[config.mk]
export PLATFORM = sky130hd
export DESIGN_NAME = wb_stage
export DESIGN_NICKNAME = d
export VERILOG_FILES = /design/src/rtl/wb_stage.sv
export SDC_FILE = /design/constraint.sdc
export NUM_CORES = 1
export LEC_CHECK = 0
export ABC_AREA = 1
export ABC_CLOCK_PERIOD_IN_PS = 1600
export BUFFER_PORTS_ARGS = -buffer_cell sky130_fd_sc_hd__clkbuf_2
export CAP_MARGIN = 20
export CORE_AREA = 2 2 123 125
export DETAILED_ROUTE_END_ITERATION = 6
export DIE_AREA = 0 0 125 127
export PLACE_DENSITY = 0.76
export SLEW_MARGIN = 30
export SYNTH_ARGS = -nofsm -noshare
export SYNTH_HDL_FRONTEND = slang
export SYNTH_SLANG_ARGS = --single-unit
[constraint.sdc]
create_clock -name clk -period 1.6 [get_ports clk]
set_input_delay 0.08 -clock clk [delete_from_list [all_inputs] [get_ports clk]]
set_output_delay 0.08 -clock clk [all_outputs]
set_load 0.01 [all_outputs]
[src/rtl/wb_stage.sv]
// ---------------------------------------------------------------------------
// wb_stage -- pipeline write-back stage register with load data formatting.
//
// Captures one instruction from the MEM stage per cycle. It then drives the
// register-file write port from the held fields. For loads it selects a byte
// or halfword from the raw memory word according to BIG_ENDIAN and extends
// it. It flags misaligned loads and counts retired instructions.
//
// Ports
//   clk           in   rising-edge clock
//   rst_n         in   synchronous active-low reset
//   in_valid      in   MEM-stage instruction present
//   stall         in   hold WB contents, ignore inputs
//   flush         in   invalidate WB (priority over stall)
//   alu_result    in   [31:0] ALU result
//   mem_rdata     in   [31:0] aligned data-memory word
//   link_pc       in   [31:0] return address for JAL/JALR
//   dest_reg      in   [4:0]  destination register
//   reg_write     in   instruction writes a register
//   wb_sel        in   [1:0]  00/11 ALU, 01 load, 10 link
//   load_type     in   [2:0]  000 LW, 001 LB, 010 LBU, 011 LH, 100 LHU
//   addr_lo       in   [1:0]  low bits of the load address
//   WN            out  [4:0]  register-file write number
//   Input         out  [31:0] register-file write data
//   RegWrite      out  register-file write enable
//   wb_valid      out  WB holds a valid instruction
//   misalign      out  held load is misaligned
//   retire_count  out  [31:0] retired-instruction count (wraps)
// ---------------------------------------------------------------------------
module wb_stage #(
   parameter bit BIG_ENDIAN = 1'b1
) (
   input  logic        clk,
   input  logic        rst_n,
   input  logic        in_valid,
   input  logic        stall,
   input  logic        flush,
   input  logic [31:0] alu_result,
   input  logic [31:0] mem_rdata,
   input  logic [31:0] link_pc,
   input  logic [4:0]  dest_reg,
   input  logic        reg_write,
   input  logic [1:0]  wb_sel,
   input  logic [2:0]  load_type,
   input  logic [1:0]  addr_lo,
   output logic [4:0]  WN,
   output logic [31:0] Input,
   output logic        RegWrite,
   output logic        wb_valid,
   output logic        misalign,
   output logic [31:0] retire_count
);

   // Held WB fields
   logic        valid_q,  valid_d;
   logic [31:0] alu_q,    alu_d;
   logic [31:0] rdata_q,  rdata_d;
   logic [31:0] link_q,   link_d;
   logic [4:0]  dest_q,   dest_d;
   logic        regw_q,   regw_d;
   logic [1:0]  sel_q,    sel_d;
   logic [2:0]  ltype_q,  ltype_d;
   logic [1:0]  addr_q,   addr_d;
   logic [31:0] retire_q, retire_d;

   // Next-state: flush beats stall; a retire is counted on any advancing
   // edge where the stage currently holds a valid instruction.
   always_comb begin
      valid_d  = valid_q;
      alu_d    = alu_q;
      rdata_d  = rdata_q;
      link_d   = link_q;
      dest_d   = dest_q;
      regw_d   = regw_q;
      sel_d    = sel_q;
      ltype_d  = ltype_q;
      addr_d   = addr_q;
      retire_d = retire_q;
      if (flush) begin
         valid_d = 1'b0;
      end else if (!stall) begin
         valid_d  = in_valid;
         alu_d    = alu_result;
         rdata_d  = mem_rdata;
         link_d   = link_pc;
         dest_d   = dest_reg;
         regw_d   = reg_write;
         sel_d    = wb_sel;
         ltype_d  = load_type;
         addr_d   = addr_lo;
         retire_d = retire_q + {31'd0, valid_q};
      end
   end

   always_ff @(posedge clk) begin
      if (!rst_n) begin
         valid_q  <= 1'b0;
         alu_q    <= '0;
         rdata_q  <= '0;
         link_q   <= '0;
         dest_q   <= '0;
         regw_q   <= 1'b0;
         sel_q    <= '0;
         ltype_q  <= '0;
         addr_q   <= '0;
         retire_q <= '0;
      end else begin
         valid_q  <= valid_d;
         alu_q    <= alu_d;
         rdata_q  <= rdata_d;
         link_q   <= link_d;
         dest_q   <= dest_d;
         regw_q   <= regw_d;
         sel_q    <= sel_d;
         ltype_q  <= ltype_d;
         addr_q   <= addr_d;
         retire_q <= retire_d;
      end
   end

   // byte_lane[n] / half_lane[n] hold the byte / halfword at address offset n
   // of the word, so endianness is resolved once here.
   logic [7:0]  byte_lane [4];
   logic [15:0] half_lane [2];

   for (genvar gi = 0; gi < 4; gi++) begin : g_byte
      if (BIG_ENDIAN) begin : g_be
         assign byte_lane[gi] = rdata_q[31-8*gi -: 8];
      end else begin : g_le
         assign byte_lane[gi] = rdata_q[8*gi +: 8];
      end
   end

   for (genvar gi = 0; gi < 2; gi++) begin : g_half
      if (BIG_ENDIAN) begin : g_be
         assign half_lane[gi] = rdata_q[31-16*gi -: 16];
      end else begin : g_le
         assign half_lane[gi] = rdata_q[16*gi +: 16];
      end
   end

   logic [7:0]  sel_byte;
   logic [15:0] sel_half;
   logic [31:0] load_data;
   logic        is_half;
   logic        is_word;

   assign sel_byte = byte_lane[addr_q];
   assign sel_half = half_lane[addr_q[1]];

   // Unlisted load_type encodings behave as LW.
   assign is_half = (ltype_q == 3'b011) || (ltype_q == 3'b100);
   assign is_word = !((ltype_q == 3'b001) || (ltype_q == 3'b010) || is_half);

   always_comb begin
      case (ltype_q)
         3'b001:  load_data = {{24{sel_byte[7]}}, sel_byte};
         3'b010:  load_data = {24'd0, sel_byte};
         3'b011:  load_data = {{16{sel_half[15]}}, sel_half};
         3'b100:  load_data = {16'd0, sel_half};
         default: load_data = rdata_q;
      endcase
   end

   always_comb begin
      case (sel_q)
         2'b01:   Input = load_data;
         2'b10:   Input = link_q;
         default: Input = alu_q;
      endcase
   end

   assign misalign = valid_q && (sel_q == 2'b01) &&
                     ((is_half && addr_q[0]) || (is_word && (addr_q != 2'b00)));

   assign RegWrite     = valid_q && regw_q && (dest_q != 5'd0) && !misalign;
   assign WN           = dest_q;
   assign wb_valid     = valid_q;
   assign retire_count = retire_q;

endmodule

# Word-level counts from Yosys, hierarchy flattened
# Cells that the tools add are included.
dict set report word_totals {
  reg_bits 142
  inputBits 114
  out_inout_bits 72
  wordCells 49
}
dict set report classes {
  n_addsub 1
  order_cmp 2
  n_eq_ne 6
  n_mux 8
  n_bitwise 5
  reduce_logical 17
}
# cell n
set ops {}
lappend ops {{$pmux 32 s4} 1}
lappend ops {{$pmux 32 s2} 1}
lappend ops {{$mux 16} 3}
lappend ops {{$add 32x1->32} 1}
lappend ops {{$bmux 8 s2} 1}
lappend ops {{$mux 8} 2}
lappend ops {{$logic_and 1x1->1} 7}
lappend ops {{$eq 3x2->1 const B} 2}
lappend ops {{$reduce_bool 5->1} 1}
lappend ops {{$logic_or 1x1->1} 4}
lappend ops {{$eq 3x1->1 const B} 1}
lappend ops {{$eq 3x3->1 const B} 1}
lappend ops {{$ge 3x3->1 const B} 1}
lappend ops {{$not 1->1} 3}
lappend ops {{$not 2->3} 1}
lappend ops {{$eq 2x1->1 const B} 1}
lappend ops {{$eq 2x2->1 const B} 1}
lappend ops {{$ge 2x2->1 const B} 1}
lappend ops {{$logic_not 1->1} 2}
lappend ops {{$not 1->2} 1}
lappend ops {{$reduce_and 2->1} 1}
lappend ops {{$reduce_bool 2->1} 1}
lappend ops {{$reduce_or 2->1} 1}

# Depth between registers and ports, before layout
# Gate-level depths: netlist of run 1.
dict set report logic_depth {
  word_depth 9
  ltp_mapped 10
  mapped_depth_nobuf 10
}

# Worst setup path before layout of run 1
# OpenSTA, ideal clock, no wires.
dict set report synth_timing {
  path_kind {reg2reg}
  start {reg valid_q, in the netlist wb_valid}
  end {reg retire_q[22], in the netlist retire_count[22]}
  setup_time_ns 0.113
  arrival_ns 1.557
  required_time_ns 1.487
  slack_ns -0.070
  stages_incl_launch_ff 10
  path_buffers 0
  synth_period_minus_slack_ns 1.670
  cell_sequence {dfxtp_1 -> ha_1 -> ha_1 -> nand3_1 -> nor2_2 -> nand2_2 -> nor2_4 -> nand4_1 -> nor2_1 -> nor2_1}
}
dict set report synth_via {
  elab_chain_cells 1
}
# element line_no
set synth_lines {}
lappend synth_lines {{start, declared} 55} ;# logic valid_q, valid_d;
lappend synth_lines {{start signal, assigned} 108} ;# valid_q <= valid_d;
lappend synth_lines {{$add 32x1->32} 91} ;# retire_d = retire_q + {31'd0, valid_q};
lappend synth_lines {{end signal, assigned} 117} ;# retire_q <= retire_d;
lappend synth_lines {{end, declared} 64} ;# logic [31:0] retire_q, retire_d;
# No other way between the ends.
# A chain may end at the register's enable or synchronous reset.

# Worst setup path in the final report of run 1
dict set report layout_timing {
  start {reg addr_q[1]}
  end {out Input[21]}
}
dict set report layout_via {
  elab_chain_cells 6
  word_cells_on_any_way 10
  cone_classes {8 x mux; 2 x bitwise}
}
# element line_no
set layout_lines {}
lappend layout_lines {{start, declared} 63} ;# logic [1:0] addr_q, addr_d;
lappend layout_lines {{start signal, assigned} 116} ;# addr_q <= addr_d;
lappend layout_lines {{$not 2->3 (not written as such) or $not 1->2 (tied branches)} {148, 149}}
lappend layout_lines {{$bmux 8 s2 or $mux 16 (tied branches)} {148, 149}}
lappend layout_lines {{$mux 8 (not written as such) or $mux 16 (tied branches) (2 in series)} {148, 149}}
lappend layout_lines {{$pmux 32 s4 *} 156} ;# case (ltype_q)
lappend layout_lines {{$pmux 32 s2 *} 166} ;# case (sel_q)
lappend layout_lines {{end, declared} 47} ;# output logic [31:0] Input,
# Mark *: on every way between the ends. The rest lies on a longest branch, timed or not. The select of a mux whose other input is x is not followed.

==> results of run 1 <==
worst max-delay path, cell delays in order, from the launching register on:
cell and delay, ps:
dfxtp_4 370, inv_2 50, nand2_1 90, nand2_1 70, nand2_1 130, nand3b_4 110
nand3_4 150, buf_12 160, nand2_1 70, a21oi_2 160, buf_2 160
through the flow:
step	utilization	cell area (µm²)	setup WS (ps)	hold WS [ps]	TNS [ps]
after CTS	0.702	10100	-434	1.45	-12420
after global placement	0.569	8210	-22.9	302	-35.6
final	0.716	10300	-439	0.962	-12990
after global routing	0.716	10300	-482	38.4	-15040
after detailed placement	0.569	8210	-64.5	307	-419
after floorplan	-	6840	0.0121	151	0
cells by family (layout without fill, tap and decap cells):
family,Yosys count,after routing,synth area share
AO/OA/AOI/OAI,281,281,0.207
XOR/XNOR,2,2,0.00256
adder cells (fa/ha/maj),4,4,0.00732
buffers and inverters,145,456,0.0858
flip-flops,142,142,0.416
AND/OR/NAND/NOR,443,444,0.282
synthesized netlist by cell type (5+ instances only):
cell type,n,area share
o21ai_0,132,0.097
nor3_1,11,0.0081
nand3_1,49,0.036
nor2_1,218,0.12
buf_2,7,0.0051
inv_2,11,0.0060
inv_1,70,0.038
a21oi_1,146,0.11
nand2_1,129,0.071
buf_1,6,0.0033
dfxtp_1,142,0.42
clkbuf_1,44,0.024
nand4_1,11,0.010
nor2_4,5,0.0082
nor2_2,6,0.0055
worst paths after layout:
check,end,start,depth (start not counted),slack (ps)
setup / recovery,Input[21],addr_q[1]$_SDFFE_PN0P_,10,-440
hold reg to reg,retire_count[6]$_SDFFE_PN0P_,retire_count[6]$_SDFFE_PN0P_,2,470
setup reg to reg,retire_count[22]$_SDFFE_PN0P_,retire_count[0]$_SDFFE_PN0P_,10,30
hold / removal,byte_lane[26]$_SDFFE_PN0P_,mem_rdata[26],3,1
sequential cells by signal, summed over array words and instances, names as in the netlist:
name          cells
addr_q            2
WN                5
link_q           32
retire_count     32
byte_lane        32
regw_q            1
wb_valid          1
alu_q            32
sel_q             2
ltype_q           3
layout make-up:
type | count | area, µm² | share of cell area
flip-flops and latches | 142 | 2860 | 0.277
repair buffers | 342 | 2580 | 0.250
well taps | 184 | 230 | 0.0223
clock buffers | 23 | 478 | 0.0463
inverters | 82 | 310 | 0.0301
clock inverters | 9 | 83.8 | 0.00812
multi-input cells | 731 | 3790 | 0.367
timing repair:
item | in CTS | in global routing
hold endpoints to repair | 97 | 0
buffers inserted | 2 | 7
endpoints found under the setup margin | 37 | 51
gates resized for setup | 70 | 58
gates cloned | 3 | 2
hold buffers | 98 | 0
pin swaps | 9 | 16
per-layer routing:
metal	vias up	GRT usage	part of all wire
li1	3928	-	-
met4	0	0.171	0.050
met1	3840	0.373	0.39
met3	87	0.0590	0.069
met5	-	0	0
met2	441	0.532	0.49
power groups by stage:
stage / registers [mW] / logic (mW) / clock network [mW]
finish: 3.83 / 2.18 / 3.83
global route: 3.84 / 2.33 / 3.99
CTS: 3.82 / 2.05 / 3.83
detailed placement: 3.89 / 1.60 / 0
global placement: 3.88 / 1.59 / 0
floorplan: 3.87 / 0.904 / 0
==> results.md, run 1 <==
- Outcome: finished with violations
- Failing checks: negative setup slack
- Routed vias: 8296
- Final WL: 25800 µm
- Req. time, crit path: 1520 ps
- Max capacitance violation total: 0
- 1st-iter DRT viols: 721
- DR WL/cell: 17.1 µm
- CTS Sinks: 142
- Fmax: 490 MHz
- Max H-tree Level: 4
- HPWL Detailed: 15500 µm
- Total power: 9.83 mW
- Clock latency at the later pin of the worst-skew pair: 440 ps
- Critical path class: flip-flop to output pin
- Layout area overhead: 51.0%
- First-pass GRT wire length: 39700 µm
- Post-Layout Cell Count: 1513
- GRT Residual Overflow: 0
- P_int: 6.92 mW
- Largest net degree at the start of global routing: 91
- GRT Util Overall: 0.312
- Commonest non-fill, non-tap cell in the layout: nor2_1
- Combinational Power Share: 0.221
- Filler Cells Inserted: 1086
- Full die area: 15900 µm²
- Switch Pwr: 2.92 mW
- Mapped Area: 6840 µm²
- Relative slew slack: 0.678
- Slew @ Worst Pin: 478 ps
- Core box area: 14400 µm²
- Vias in the first global route: 7890
- Pwr Density: 952 nW/µm²
- Setup Skew: 5.17 ps
- Dpl cells: 1369
- Crit share post-route: 1.27
- Post-synth EDFFs: 0
- Chip height: 127 µm
- Crit path max fanout: 8
- Worst setup EP type: output pin
- Ys flop type: dfxtp_1
- Die W: 125 µm
- Ys Warns: 0
- Io pins: 186
- Buffer depth of the longest clock path: 2
- GPL Wtd Cong: 0.956
- Starting density of the core: 0.474
- Reg clk slew, reported paths: 60 ps
- PnR worst setup slack: -439 ps
- Cells after synthesis: 1017
- Total CTS buffers: 17
- Unrepaired setup endpoints after global routing: true
- Antenna diode count: 0
- Syn_nets: 1135
- Routed Antenna Nets: 0
- DRC Markers: 0
- First drt pass iteration count: 5
- Setup crit start kind: flip-flop
- Final Hold Vio Count: 0
- Max-slew violation count: 0
- Clk root buf: clkbuf_16
- Clk pwr share: 0.389
- Final min period: 2040 ps
- CTS tree: yes
- Port Buf Inserts: 185
- Finish-stage setup viols: 34
- Antenna violations before repair: 0
- HP Class: primary input to flip-flop
- WP data arrival: 1960 ps
- Post-synth ARST share: 0
- Switching share of power: 0.297
- Avg Inst Size Synth: 6.72 µm²
- Layout Nets: 1434
- Std cell rows: 44
- Register area share after synthesis: 0.416
- Count of state elements after synthesis: 142
- Most frequent cells in the layout: nor2_1 (216), clkbuf_2 (159), dfxtp_1 (134), o21ai_0 (132), nand2_1 (120)
- Sequential share of power: 0.389
- Worst IR Drop VDD: 0.000794 V
- Share of layout cells above drive strength 1: 0.288
- Leakage: 4.55 nW
- Vias per inst: 5.48
- Yosys cell types: 32
No activity file was read; power rests on OpenSTA's default activity.
==> inputs of run 2 (changes only) <==
--- a/config.mk
+++ b/config.mk
@@ -13,6 +13,7 @@
 export DETAILED_ROUTE_END_ITERATION = 6
 export DIE_AREA = 0 0 125 127
 export PLACE_DENSITY = 0.76
+export SKIP_CTS_REPAIR_TIMING = 1
 export SLEW_MARGIN = 30
 export SYNTH_ARGS = -nofsm -noshare
 export SYNTH_HDL_FRONTEND = slang
==> run 2 against run 1 <==
- the run ends with negative hold slack, negative setup slack left
- non-clock buffer count shrank 16
- total power down 0.93%
- critical path type unchanged
- worst setup slack got worse by 19 ps
==> results.md, run 2 (same netlist as run 1, synthesis figures left out) <==
- Outcome: finished with violations
- Failing checks: negative hold slack, negative setup slack
- Buffer depth of the longest clock path: 2
- Setup TNS: -13600 ps
- Finish-stage setup viols: 34
- Reg-to-Reg Start: retire_count[2]$_SDFFE_PN0P_
- Fmax: 486 MHz
- Leakage: 4.47 nW
- Final WL: 25200 µm
- Commonest non-fill, non-tap cell in the layout: nor2_1
- Std cell rows: 44
- GPL Wtd Cong: 0.956
- Final Hold Vio Count: 11
- Unrepaired setup endpoints after global routing: true
- Io pins: 186
- DR WL/cell: 16.9 µm
- Clk root buf: clkbuf_16
- CTS tree: yes
- Max H-tree Level: 4
- Storage element area: 2860 µm²
- Final min period: 2060 ps
- Met1 Resource Use GR: 0.343
- Req. time, crit path: 1520 ps
- Hold Slack: -50.5 ps
- DRC Markers: 0
- Layer with the highest usage: met2
- Port Buf Inserts: 185
- Vias per inst: 5.46
- Max capacitance violation total: 0
- Relative slew slack: 0.708
- First-pass GRT wire length: 34800 µm
- Antenna violations before repair: 0
- Worst setup EP type: output pin
- Total CTS buffers: 17
- Most frequent cells in the layout: nor2_1 (217), clkbuf_2 (166), dfxtp_1 (133), o21ai_0 (132), nand2_1 (121)
- WP data arrival: 1980 ps
- R2r endpoint: retire_count[17]$_SDFFE_PN0P_
- PnR worst setup slack: -458 ps
- CTS Sinks: 142
- Starting density of the core: 0.474
- Grt met2 use: 0.449
- Routed vias: 8167
- Setup Skew: 7.96 ps
- 1st-iter DRT viols: 887
- Chip height: 127 µm
- Multi-input logic area: 3730 µm²
- Layout Nets: 1418
- Worst IR Drop VDD: 0.000826 V
- Critical path class: flip-flop to output pin
- R2R depth: 7
- Pwr Density: 964 nW/µm²
- Met3 usage: 0.0574
- Die W: 125 µm
- Full die area: 15900 µm²
- Setup crit start kind: flip-flop
- Core box area: 14400 µm²
- Clock latency at the later pin of the worst-skew pair: 440 ps
- First drt pass iteration count: 5
- Largest net degree at the start of global routing: 91
- Crit path capture: Input[21]
- Crit share post-route: 1.29
- Filler Cells Inserted: 1102
- CP Launch Point: addr_q[1]$_SDFFE_PN0P_
- Flop2flop setup slack: 30 ps
- Routed Antenna Nets: 0
- HP Class: primary input to flip-flop
- Crit path max fanout: 8
- Vias in the first global route: 6956
- Max-slew violation count: 0
- Layout area overhead: 47.8%
- GRT Residual Overflow: 0
- Worst hold stages: 3
- HPWL Detailed: 15500 µm
- Reg clk slew, reported paths: 60 ps
- Antenna diode count: 0
- Share of layout cells above drive strength 1: 0.280
- GRT Util Overall: 0.273
- Slew @ Worst Pin: 434 ps
==> run 2: critical path: stages, from the launching register on <==
cell	delay, ps
dfxtp_4	360
inv_2	60
nand2_1	80
nand2_2	90
nand4_1	180
nand3_4	190
buf_12	150
nand2_1	70
a21oi_2	200
clkbuf_2	170
==> run 2: worst min path at each step <==
stage / from / end / slack (ps)
3_5_place_dp: link_pc[11] / link_q[11]$_SDFFE_PN0P_ / 310
4_1_cts: link_pc[17] / link_q[17]$_SDFFE_PN0P_ / -140
5_1_grt: mem_rdata[22] / byte_lane[22]$_SDFFE_PN0P_ / 5
6_report: mem_rdata[22] / byte_lane[22]$_SDFFE_PN0P_ / -50
2_1_floorplan: flush / wb_valid$_SDFFE_PP0N_ / 150
3_3_place_gp: alu_result[10] / alu_q[10]$_SDFFE_PN0P_ / 300
==> run 2: power by group <==
part           internal, mW  switching (mW)  total, mW
Sequential             3.73          0.0994       3.83
Combinational         0.879            1.20       2.08
Clock                  2.26            1.57       3.84
Total                  6.87            2.88       9.74
==> run 2: per-stage QoR <==
stage | instance area, µm² | instances | power [mW] | setup slack [ps] | utilization
after floorplan | 6840 | 1017 | 4.78 | 0.0121 | -
after global placement | 8210 | 1369 | 5.48 | -22.9 | 0.569
after detailed placement | 8210 | 1369 | 5.49 | -64.5 | 0.569
after CTS | 8770 | 1401 | 9.27 | -539 | 0.608
after global routing | 10100 | 1497 | 10.1 | -502 | 0.701
final | 10100 | 1497 | 9.74 | -458 | 0.701
==> run 2: routing by layer <==
layer | share of wire | vias up
li1 | - | 3896
met4 | 0.036 | 0
met3 | 0.075 | 68
met1 | 0.40 | 3778
met2 | 0.49 | 425
met5 | 0 | -
==> run 2: cell type report <==
class | count | area share
multi-input cells | 731 | 0.369
flip-flops and latches | 142 | 0.283
repair buffers | 326 | 0.239
clock buffers | 23 | 0.0473
inverters | 82 | 0.0307
well taps | 184 | 0.0228
clock inverters | 9 | 0.00829
